===== config.mk =====
export PLATFORM = sky130hd
export DESIGN_NAME = fifo_wr_arbiter
export DESIGN_NICKNAME = d
export VERILOG_FILES = /design/src/rtl/fifo_wr_arbiter.sv
export SDC_FILE = /design/constraint.sdc
export NUM_CORES = 1
export LEC_CHECK = 0
export CORE_ASPECT_RATIO = 0.7
export CORE_UTILIZATION = 37
export CTS_CLUSTER_SIZE = 12
export DETAILED_ROUTE_END_ITERATION = 16
export PLACE_DENSITY = 0.89
export SYNTH_ARGS = -nofsm -noshare
export SYNTH_HDL_FRONTEND = slang
export SYNTH_SLANG_ARGS = --single-unit

===== constraint.sdc =====
create_clock -name clk -period 2.41 [get_ports clk]
set_input_delay 0.482 -clock clk [delete_from_list [all_inputs] [get_ports clk]]
set_output_delay 0.482 -clock clk [all_outputs]
set_load 0.03 [all_outputs]

===== src/rtl/fifo_wr_arbiter.sv =====
// Round-robin write-port arbiter for the 8-bit FIFO: locks a producer for up to MAX_BURST beats.
// Optional per-requester beat counters are enabled by defining FIFO_ARB_STATS_EN.
module fifo_wr_arbiter #(
    parameter int unsigned NUM_REQ    = 4,
    parameter int unsigned DATA_WIDTH = 8,
    parameter int unsigned MAX_BURST  = 4,
    parameter int unsigned ID_W       = 2
) (
    input  logic                            clk,
    input  logic                            rst,
    input  logic [NUM_REQ-1:0]              req_valid,
    input  logic [NUM_REQ*DATA_WIDTH-1:0]   req_data,
    output logic [NUM_REQ-1:0]              req_ready,
    input  logic                            buf_full,
    output logic                            wr_en,
    output logic [DATA_WIDTH-1:0]           buf_in,
    output logic [ID_W-1:0]                 grant_id,
    output logic                            busy,
    output logic [7:0]                      beat_cnt
`ifdef FIFO_ARB_STATS_EN
    ,
    input  logic                            stat_clr,
    output logic [NUM_REQ*16-1:0]           stat_beats
`endif
);

    typedef enum logic [0:0] {StIdle, StBurst} state_e;

    state_e          state_q, state_d;
    logic [ID_W-1:0] owner_q, owner_d;
    logic [ID_W-1:0] rr_ptr_q, rr_ptr_d;
    logic [7:0]      beat_cnt_q, beat_cnt_d;

    logic [ID_W-1:0]       sel;
    logic [ID_W-1:0]       cur;
    logic [7:0]            beat_inc;
    logic [DATA_WIDTH-1:0] data_arr [NUM_REQ];

    function automatic logic [ID_W-1:0] next_id(input logic [ID_W-1:0] x);
        if (x == ID_W'(NUM_REQ - 1)) begin
            return '0;
        end
        return x + 1'b1;
    endfunction

    for (genvar i = 0; i < NUM_REQ; i++) begin : g_slice
        assign data_arr[i] = req_data[i*DATA_WIDTH +: DATA_WIDTH];
    end

    // First valid requester scanning upward from rr_ptr, wrapping at NUM_REQ.
    always_comb begin
        logic            found;
        int unsigned     idx;
        logic [ID_W-1:0] idx_id;
        sel   = rr_ptr_q;
        found = 1'b0;
        for (int unsigned k = 0; k < NUM_REQ; k++) begin
            idx    = (32'(rr_ptr_q) + k) % NUM_REQ;
            idx_id = ID_W'(idx);
            if (!found && req_valid[idx_id]) begin
                sel   = idx_id;
                found = 1'b1;
            end
        end
    end

    always_comb begin
        cur    = (state_q == StBurst) ? owner_q : sel;
        wr_en  = req_valid[cur] & ~buf_full;
        buf_in = data_arr[cur];
        for (int unsigned i = 0; i < NUM_REQ; i++) begin
            req_ready[i] = wr_en && (cur == ID_W'(i));
        end
    end

    assign beat_inc = beat_cnt_q + 8'd1;

    always_comb begin
        state_d    = state_q;
        owner_d    = owner_q;
        rr_ptr_d   = rr_ptr_q;
        beat_cnt_d = beat_cnt_q;
        unique case (state_q)
            StIdle: begin
                // In IDLE, wr_en implies some requester is valid and sel points at it.
                if (wr_en) begin
                    owner_d    = sel;
                    beat_cnt_d = 8'd1;
                    if (MAX_BURST == 1) begin
                        rr_ptr_d = next_id(sel);
                    end else begin
                        state_d = StBurst;
                    end
                end
            end
            StBurst: begin
                if (!req_valid[owner_q]) begin
                    state_d    = StIdle;
                    rr_ptr_d   = next_id(owner_q);
                    beat_cnt_d = 8'd0;
                end else if (wr_en) begin
                    beat_cnt_d = beat_inc;
                    if (beat_inc == 8'(MAX_BURST)) begin
                        state_d    = StIdle;
                        rr_ptr_d   = next_id(owner_q);
                        beat_cnt_d = 8'd0;
                    end
                end
            end
            default: state_d = StIdle;
        endcase
    end

    always_ff @(posedge clk or posedge rst) begin
        if (rst) begin
            state_q    <= StIdle;
            owner_q    <= '0;
            rr_ptr_q   <= '0;
            beat_cnt_q <= 8'd0;
        end else begin
            state_q    <= state_d;
            owner_q    <= owner_d;
            rr_ptr_q   <= rr_ptr_d;
            beat_cnt_q <= beat_cnt_d;
        end
    end

    assign grant_id = owner_q;
    assign busy     = (state_q == StBurst);
    assign beat_cnt = beat_cnt_q;

`ifdef FIFO_ARB_STATS_EN
    logic [15:0] stat_q [NUM_REQ];

    // Clear takes priority over a same-cycle increment; counters saturate.
    always_ff @(posedge clk or posedge rst) begin
        if (rst) begin
            for (int unsigned i = 0; i < NUM_REQ; i++) stat_q[i] <= 16'd0;
        end else if (stat_clr) begin
            for (int unsigned i = 0; i < NUM_REQ; i++) stat_q[i] <= 16'd0;
        end else begin
            for (int unsigned i = 0; i < NUM_REQ; i++) begin
                if (req_ready[i] && (stat_q[i] != 16'hFFFF)) begin
                    stat_q[i] <= stat_q[i] + 16'd1;
                end
            end
        end
    end

    for (genvar i = 0; i < NUM_REQ; i++) begin : g_stat
        assign stat_beats[i*16 +: 16] = stat_q[i];
    end
`endif

endmodule

==> run summary, run 1 <==
status = finished, violations left
violated checks = setup timing
Clock Skews = 2.40 ps
Netlist cell types = 48
pre-CTS WS = -977 ps
Synth Area in XOR/XNOR = 0%
CP endpoint kind = output pin
DP Area = 0.00223 mm²
ys async rst share = 100%
largest net degree at the start of global routing = 15
DP HPWL = 3.51 mm
Post-Route WL = 6.67 mm
crit-path cells = buf_2, nor2b_4, o21bai_2, nand3b_4, buf_6, o2111a_2, o41ai_4, inv_4, buf_6
Top delay family on crit path = compound AO/OA/AOI/OAI gates
most numerous cell on the critical path = buf_6
GRT Util Overall = 30.8%
Remaining DRCs = 0
die area = 0.00371 mm²
GRT overflow = 0
most common cell after layout, fill and taps aside = clkdlybuf4s50_1
post-synthesis compound-gate area fraction = 24.0%
total CTS buffers = 3
cell count after synthesis = 146
Worst Setup EP = wr_en
vias in the first global route = 1,694
register area share after synthesis = 25.4%
die width = 72.3 µm
htree depth = 1
CP startpoint kind = input port
port bufs = 62
initial DRC count = 206
Post-Syn Area = 0.00128 mm²
worst-margin pin slew = 524 ps
Non-Filler Instances = 296
max_cap viols = 0
FILL cells = 184
synthesized flop and latch total = 13
met3 Use GR = 8.88%
root buf cell = clkbuf_8
Placeable Area = 0.00323 mm²
Max transition margin = 65.0%
adder-cell share of the synthesized area = 1.95%
RSZ-0062 raised after global routing = true
layout cells sized above 1 = 52.6%
Reg2Reg Depth = 8
via-per-instance ratio = 6.15
initial core utilization = 39.6%
Final Critical Period = 2690 ps
Synth Area in Simple Gates = 24.2%
register clock-pin slew on the reported worst setup and hold paths = 60 ps
IO Count = 63
Wirelength per Cell = 22.5 µm
fin util = 82.8%
Slew Viols, Final = 0
fmax = 372 MHz
cell taking the most area after synthesis = dfrtp_1
Max rail drop VDD = 0.933 mV
number of buffers and inverters on the critical path = 4
synth top area cells = dfrtp_1 25%, mux2_2 7.9%, mux2i_1 7.8%, a21oi_1 3.9%, nand3_1 3.9%
Clock Tree Buf Depth = 2
register-to-register setup slack = -170 ps
DRT Pass-1 Iters = 5
Area Growth Syn to Fin = 109%
slowest CP cell = o41ai_4
Syn. warnings = 0
Post-synth EDFFs = 0
Final ANT Viol Nets = 0
Hold Crit Class = in -> async
top_reg_cell synth = dfrtp_1
vias = 1,821
multi-input combinational cell area = 0.00121 mm²
met2 Use GR = 50.0%
Req. time, crit path = 1930 ps
CTS tree = built
clk sink count = 13
R2R Path End = rr_ptr_q[1]
Worst-Skew Late Latency = 250 ps
# rows = 17
Power Dens Cells = 1320 mW/mm²
Synth Net Count = 187
worst setup margin = -277 ps
Final Hold Viols = 0
CP max stage delay = 450 ps
Final Cycle Share = 111%
mux contribution to synthesized area = 19.2%
Placed Cells = 281
fin area = 0.00268 mm²
Die Y = 51.2 µm
Critical R2R Launch = beat_cnt[0]
# setup viols final = 21
crit path DAT = 2200 ps
Storage cell area = 329 µm²
Setup crit start = req_valid[0]
average cell area after synthesis = 8.78 µm²
Nets = 291
largest family of logic cells by synthesized area = simple AND/OR/NAND/NOR gates
first-pass GRT wire length = 8.49 mm
Top Usage Layer GRT = met2
critical path depth in cells = 9
commonest cells after routing, fill and taps aside = 45 x clkdlybuf4s50_1, 34 x buf_4, 23 x buf_6
GRT met1 Usage = 39.2%
top-area cell type share of the netlist area = 25.4%
critical path class = in -> out
antenna cells = 0
initial antenna violation count = 0
Crit Path Max Fanout = 4
RD Place Congestion = 0.849
leakage = 1.12 nW
sequential cells by signal, indices dropped and copies added, names as in the netlist:
register	cells
rr_ptr_q	2
grant_id	2
beat_cnt	8
busy	1
worst register-to-register path, cell delays in order (launching register included):
cell and delay (ps):
dfrtp_2 420, buf_4 160, nand3_1 180, nor2_1 160, or3_1 350, or3_4 360
o41ai_2 300, buf_4 190, mux2_1 330
per-stage QoR:
step	total power [mW]	hold WS [ps]	setup TNS [ps]
2_1_floorplan	1.67	359	-55.9
3_3_place_gp	2.50	557	-16790
3_5_place_dp	2.56	562	-18380
4_1_cts	3.18	571	-1770
5_1_grt	3.66	622	-3490
6_report	3.54	571	-2500
how the worst min path moves through the flow:
| stage | endpoint | slack, ps | depth (start not counted) |
|---|---|---|---|
| after floorplan | beat_cnt[2] | 360 | 1 |
| after global placement | rr_ptr_q[0] | 560 | 1 |
| after detailed placement | rr_ptr_q[0] | 560 | 1 |
| after CTS | rr_ptr_q[1] | 570 | 2 |
| after global routing | beat_cnt[4] | 620 | 2 |
| final | beat_cnt[2] | 570 | 2 |
routing by layer:
layer  part of all wire, %  wire [µm]
met1                    40       2680
met2                    46       3060
met3                   8.0        534
met4                   5.9        393
met5                     0          0
final cells by class:
class / instances / share of cell area [%]
multi-input combinational: 119 / 45.4
timing repair buffer: 106 / 37.4
sequential: 13 / 12.3
tap: 47 / 2.20
clock buffer: 4 / 1.68
inverter: 7 / 1.08
power by group:
group | switching [mW] | total, mW | internal (mW)
clock network | 0.0863 | 0.204 | 0.117
registers | 0.0913 | 0.382 | 0.291
logic | 1.56 | 2.96 | 1.40
cell usage after synthesis, drive strengths merged, types with 2 or more instances:
| cell type | number |
|---|---|
| nor2 | 13 |
| buf | 4 |
| or3 | 2 |
| nor3 | 3 |
| nand2 | 7 |
| clkbuf | 3 |
| mux2i | 10 |
| mux2 | 11 |
| o41ai | 2 |
| or2 | 2 |
| a21oi | 10 |
| o21ai | 7 |
| and2 | 3 |
| nor2b | 5 |
| a22o | 5 |
| o21bai | 2 |
| o31ai | 5 |
| dfrtp | 13 |
| nand3 | 10 |
| nand2b | 2 |
| inv | 6 |
| ha | 2 |
logic make-up (layout without fill, tap and decap cells):
logic type / count (synthesis) / in the layout
simple gates: 56 / 56
compound gates: 39 / 39
mux: 22 / 22
buf+inv: 14 / 117
flops: 13 / 13
fa+ha+maj: 2 / 2
timing repair:
item / 4_1_cts / 5_1_grt
cloned: 1 / 0
pin swaps: 18 / 13
hold buffers: 0 / 0
resized for setup: 121 / 36
buffers inserted: 8 / 7
endpoints found under the setup margin: 26 / 25
(Power assumes the default switching activity.)
==> inputs of run 2 (changes only) <==
- PLACE_DENSITY: 0.89 -> 0.77
- SETUP_SLACK_MARGIN: not set -> 0.3
==> run summary, run 2 (synthesis gave the netlist of run 1 again) <==
RSZ-0062 raised after global routing = true
Clock Skews = 2.33 ps
fin util = 88.9%
status = finished, violations left
total CTS buffers = 3
commonest cells after routing, fill and taps aside = 45 x clkdlybuf4s50_1, 43 x buf_4, 18 x buf_6
initial DRC count = 78
Final ANT Viol Nets = 0
Slew Viols, Final = 0
Storage cell area = 334 µm²
Worst-Skew Late Latency = 250 ps
DP HPWL = 3.55 mm
worst-margin pin slew = 509 ps
multi-input combinational cell area = 0.00134 mm²
initial core utilization = 39.6%
worst setup margin = -243 ps
# setup viols final = 25
max reg flops = 8
Crit Path Max Fanout = 6
largest net degree at the start of global routing = 15
vias = 1,728
Final Hold Viols = 0
Max transition margin = 66.0%
via-per-instance ratio = 5.72
critical path class = reg -> out
Wirelength per Cell = 20.0 µm
crit path DAT = 2170 ps
DRT Pass-1 Iters = 4
max_cap viols = 0
clk sink count = 13
vias in the first global route = 1,754
Clock Tree Buf Depth = 2
GRT Util Overall = 32.5%
CP startpoint kind = register
initial antenna violation count = 0
root buf cell = clkbuf_8
Reg2Reg Depth = 10
leakage = 1.19 nW
htree depth = 1
antenna cells = 0
Placeable Area = 0.00323 mm²
IO Count = 63
die width = 72.3 µm
FILL cells = 145
violated checks = setup timing
Power Dens Cells = 1320 mW/mm²
Die Y = 51.2 µm
Final Critical Period = 2650 ps
R2R Path End = beat_cnt[5]
post-route setup TNS = -2900 ps
Max rail drop VDD = 0.876 mV
# rows = 17
register clock-pin slew on the reported worst setup and hold paths = 60 ps
Post-Route WL = 6.05 mm
port bufs = 62
first-pass GRT wire length = 8.98 mm
Critical R2R Launch = rr_ptr_q[1]
RD Place Congestion = 0.861
fmax = 377 MHz
layout cells sized above 1 = 56.5%
GRT overflow = 0
Final Cycle Share = 110%
hold_buf cts = 0
Req. time, crit path = 1930 ps
CTS tree = built
CP endpoint kind = output pin
Area Growth Syn to Fin = 124%
Remaining DRCs = 0
most common cell after layout, fill and taps aside = clkdlybuf4s50_1
Hold Crit Class = in -> async
Nets = 297
register-to-register setup slack = -110 ps
die area = 0.00371 mm²
run 2: cell types whose count changed in the layout (fill, tap and decap cells not counted), moves of 2 or more:
cell and delta:
buf_6 -5, mux2i_4 +3, buf_4 +9, mux2i_1 -2, a21oi_4 +8, dfrtp_1 -4, a21oi_2 -8, o31ai_2 -2
dfrtp_2 +4, o31ai_1 +3
run 2: repair_timing:
item	4_1_cts	5_1_grt
cloned	1	0
pin swaps	21	3
endpoints found under the setup margin	26	26
setup buffers	8	5
gates resized for setup	118	18
hold endpoints to repair	0	0
run 2: critical path, cell delays in order, from the launching register on:
cell	delay (ps)
dfrtp_2	420
nand2b_4	140
a21oi_2	60
nand3b_4	190
buf_6	150
o2111a_2	290
o41ai_4	330
buf_4	190
inv_6	30
buf_6	120
run 2: worst max-delay path by stage:
stage | endpoint | depth (start not counted) | slack, ps | from
6_report | wr_en | 9 | -240 | rr_ptr_q[1]
5_1_grt | wr_en | 9 | -300 | rr_ptr_q[1]
4_1_cts | wr_en | 8 | -160 | rr_ptr_q[1]
3_5_place_dp | wr_en | 8 | -1000 | req_valid[0]
3_3_place_gp | buf_in[0] | 10 | -930 | req_valid[3]
2_1_floorplan | buf_in[2] | 7 | 110 | req_valid[2]
run 2: where the power goes:
part           leakage [nW]  internal, mW  switching, mW
registers             0.160         0.296          0.118
clock network        0.0228         0.117         0.0820
logic                  1.01          1.59           1.60
run 2: area by class of cell:
| cell class | instances | area share, % |
|---|---|---|
| clock buffer | 4 | 1.57 |
| timing repair buffer | 112 | 37.2 |
| tap | 47 | 2.05 |
| sequential | 13 | 11.6 |
| inverter | 7 | 1.09 |
| multi-input combinational | 119 | 46.5 |
run 2: per-layer routing:
| layer | global-route usage [%] | share of wire, % | routed length [µm] |
|---|---|---|---|
| met1 | 40.5 | 42 | 2520 |
| met2 | 54.8 | 49 | 2970 |
| met3 | 7.69 | 7.1 | 429 |
| met4 | 11.4 | 2.1 | 126 |
| met5 | 0 | 0 | 0 |
run 2: per-stage QoR:
stage	area, µm²	worst slack, ps	hold slack (ps)	total power, mW	instances
6_report	2870	-243	583	3.80	302
5_1_grt	2870	-299	634	3.96	302
3_3_place_gp	2470	-933	556	2.93	284
3_5_place_dp	2470	-996	573	2.99	284
4_1_cts	2760	-158	592	3.54	297
2_1_floorplan	1570	109	359	2.06	146
==> inputs of run 3 (changes only) <==
- CORE_UTILIZATION: 37 -> 40
- PLACE_DENSITY: 0.77 -> 0.8
- clock period: 2.41 -> 3 ns (I/O delays scaled with it)
==> run summary, run 3 (synthesis gave the netlist of run 1 again) <==
Hold Crit Class = reg -> reg
Die Y = 49.4 µm
layout cells sized above 1 = 43.5%
Slew Viols, Final = 0
port bufs = 62
DP HPWL = 3.51 mm
vias = 1,725
pre-CTS WS = -647 ps
max reg flops = 8
Placeable Area = 0.00292 mm²
GRT Util Overall = 31.9%
htree depth = 1
fmax = 342 MHz
worst-margin pin slew = 501 ps
CP endpoint kind = output pin
vias in the first global route = 1,644
RSZ-0062 raised after global routing = true
Non-Filler Instances = 275
register clock-pin slew on the reported worst setup and hold paths = 50 ps
antenna cells = 0
die width = 69.6 µm
# rows = 16
initial core utilization = 43.8%
Placed Cells = 262
most common cell after layout, fill and taps aside = clkdlybuf4s50_1
leakage = 1.09 nW
Power Dens Cells = 1080 mW/mm²
max_cap viols = 0
RD Place Congestion = 0.894
CP max stage delay = 240 ps
Worst-Skew Late Latency = 250 ps
Final ANT Viol Nets = 0
GRT overflow = 0
initial antenna violation count = 0
largest net degree at the start of global routing = 17
post-route setup TNS = 0 ps
root buf cell = clkbuf_8
Remaining DRCs = 0
Final Cycle Share = 97.5%
Max transition margin = 66.6%
Clock Skews = 4.69 ps
Req. time, crit path = 2400 ps
IO Count = 63
initial DRC count = 158
via-per-instance ratio = 6.27
crit path DAT = 2320 ps
DRT Pass-1 Iters = 4
total CTS buffers = 3
die area = 0.00344 mm²
first-pass GRT wire length = 8.43 mm
Final Hold Viols = 0
Max rail drop VDD = 0.622 mV
CTS tree = built
Final Critical Period = 2920 ps
clk sink count = 13
slowest CP cell = mux2i_4
CP startpoint kind = input port
crit-path cells = buf_8, buf_4, o21ai_0, buf_4, buf_4, nand4_1, mux2i_4, buf_6, nor2_4, nor3_2, buf_4
most numerous cell on the critical path = buf_4
Clock Tree Buf Depth = 2
commonest cells after routing, fill and taps aside = 45 x clkdlybuf4s50_1, 29 x buf_4, 15 x buf_6
Area Growth Syn to Fin = 99.1%
Post-Route WL = 6.25 mm
Nets = 281
worst setup margin = 76.4 ps
Crit Path Max Fanout = 5
fin util = 87.3%
# setup viols final = 0
Wirelength per Cell = 22.7 µm
Overall Power = 2.75 mW
status = finished, final reports clean
critical path class = in -> out
-- run 3: cell types whose count changed in the layout (fill, tap and decap cells not counted), moves of 5 or more --
cell     previous run  this run
dfrtp_2             7         1
a21oi_2             2         9
buf_4              43        29
mux2i_1             1         6
dfrtp_1             6        12
a21oi_4             8         0
-- run 3: cell type report --
cell class | count | area, µm²
sequential | 13 | 327
tap | 36 | 45.0
fill | 132 | 372
multi-input combinational | 119 | 1140
inverter | 7 | 28.8
timing repair buffer | 96 | 962
clock buffer | 4 | 45.0
-- run 3: worst max-delay path: cells and delay by family --
kind,cells,cell delay [ps]
buffers and inverters,6,870
muxes,1,240
AOI/OAI and AO/OA,1,210
and+or+nand+nor,3,400
-- run 3: worst paths after layout --
kind	slack, ps	to	depth (start not counted)	from
setup / recovery	80	req_ready[0]	11	req_valid[3]
hold / removal	590	beat_cnt[1]	1	beat_cnt[1]
setup reg to reg	320	rr_ptr_q[0]	6	beat_cnt[0]
hold reg to reg	590	beat_cnt[1]	1	beat_cnt[1]
max in group asynchronous	1950	rr_ptr_q[1]	2	rst
min in group asynchronous	690	beat_cnt[3]	2	rst
-- run 3: through the flow --
stage	cell area [µm²]	hold slack [ps]
final	2550	588
after global routing	2550	616
after CTS	2410	574
after detailed placement	2160	550
after global placement	2160	546
after floorplan	1330	477
-- run 3: repair_timing --
action,in CTS,in global routing
resized for setup,117,23
buffers inserted,3,5
endpoints found under the setup margin,24,22
cloned,1,0
pin swaps,20,18
hold buffers,0,0
-- run 3: report_power, final --
part	internal (mW)	switching [mW]	total, mW
clock network	0.0939	0.0629	0.157
registers	0.231	0.111	0.341
logic	1.08	1.17	2.25
-- run 3: routing by layer --
layer  GRT usage [%]  part of all wire, %
met3            6.20                  8.3
met1            41.8                   40
met5               0                    0
met4            12.7                  5.0
met2            51.8                   47
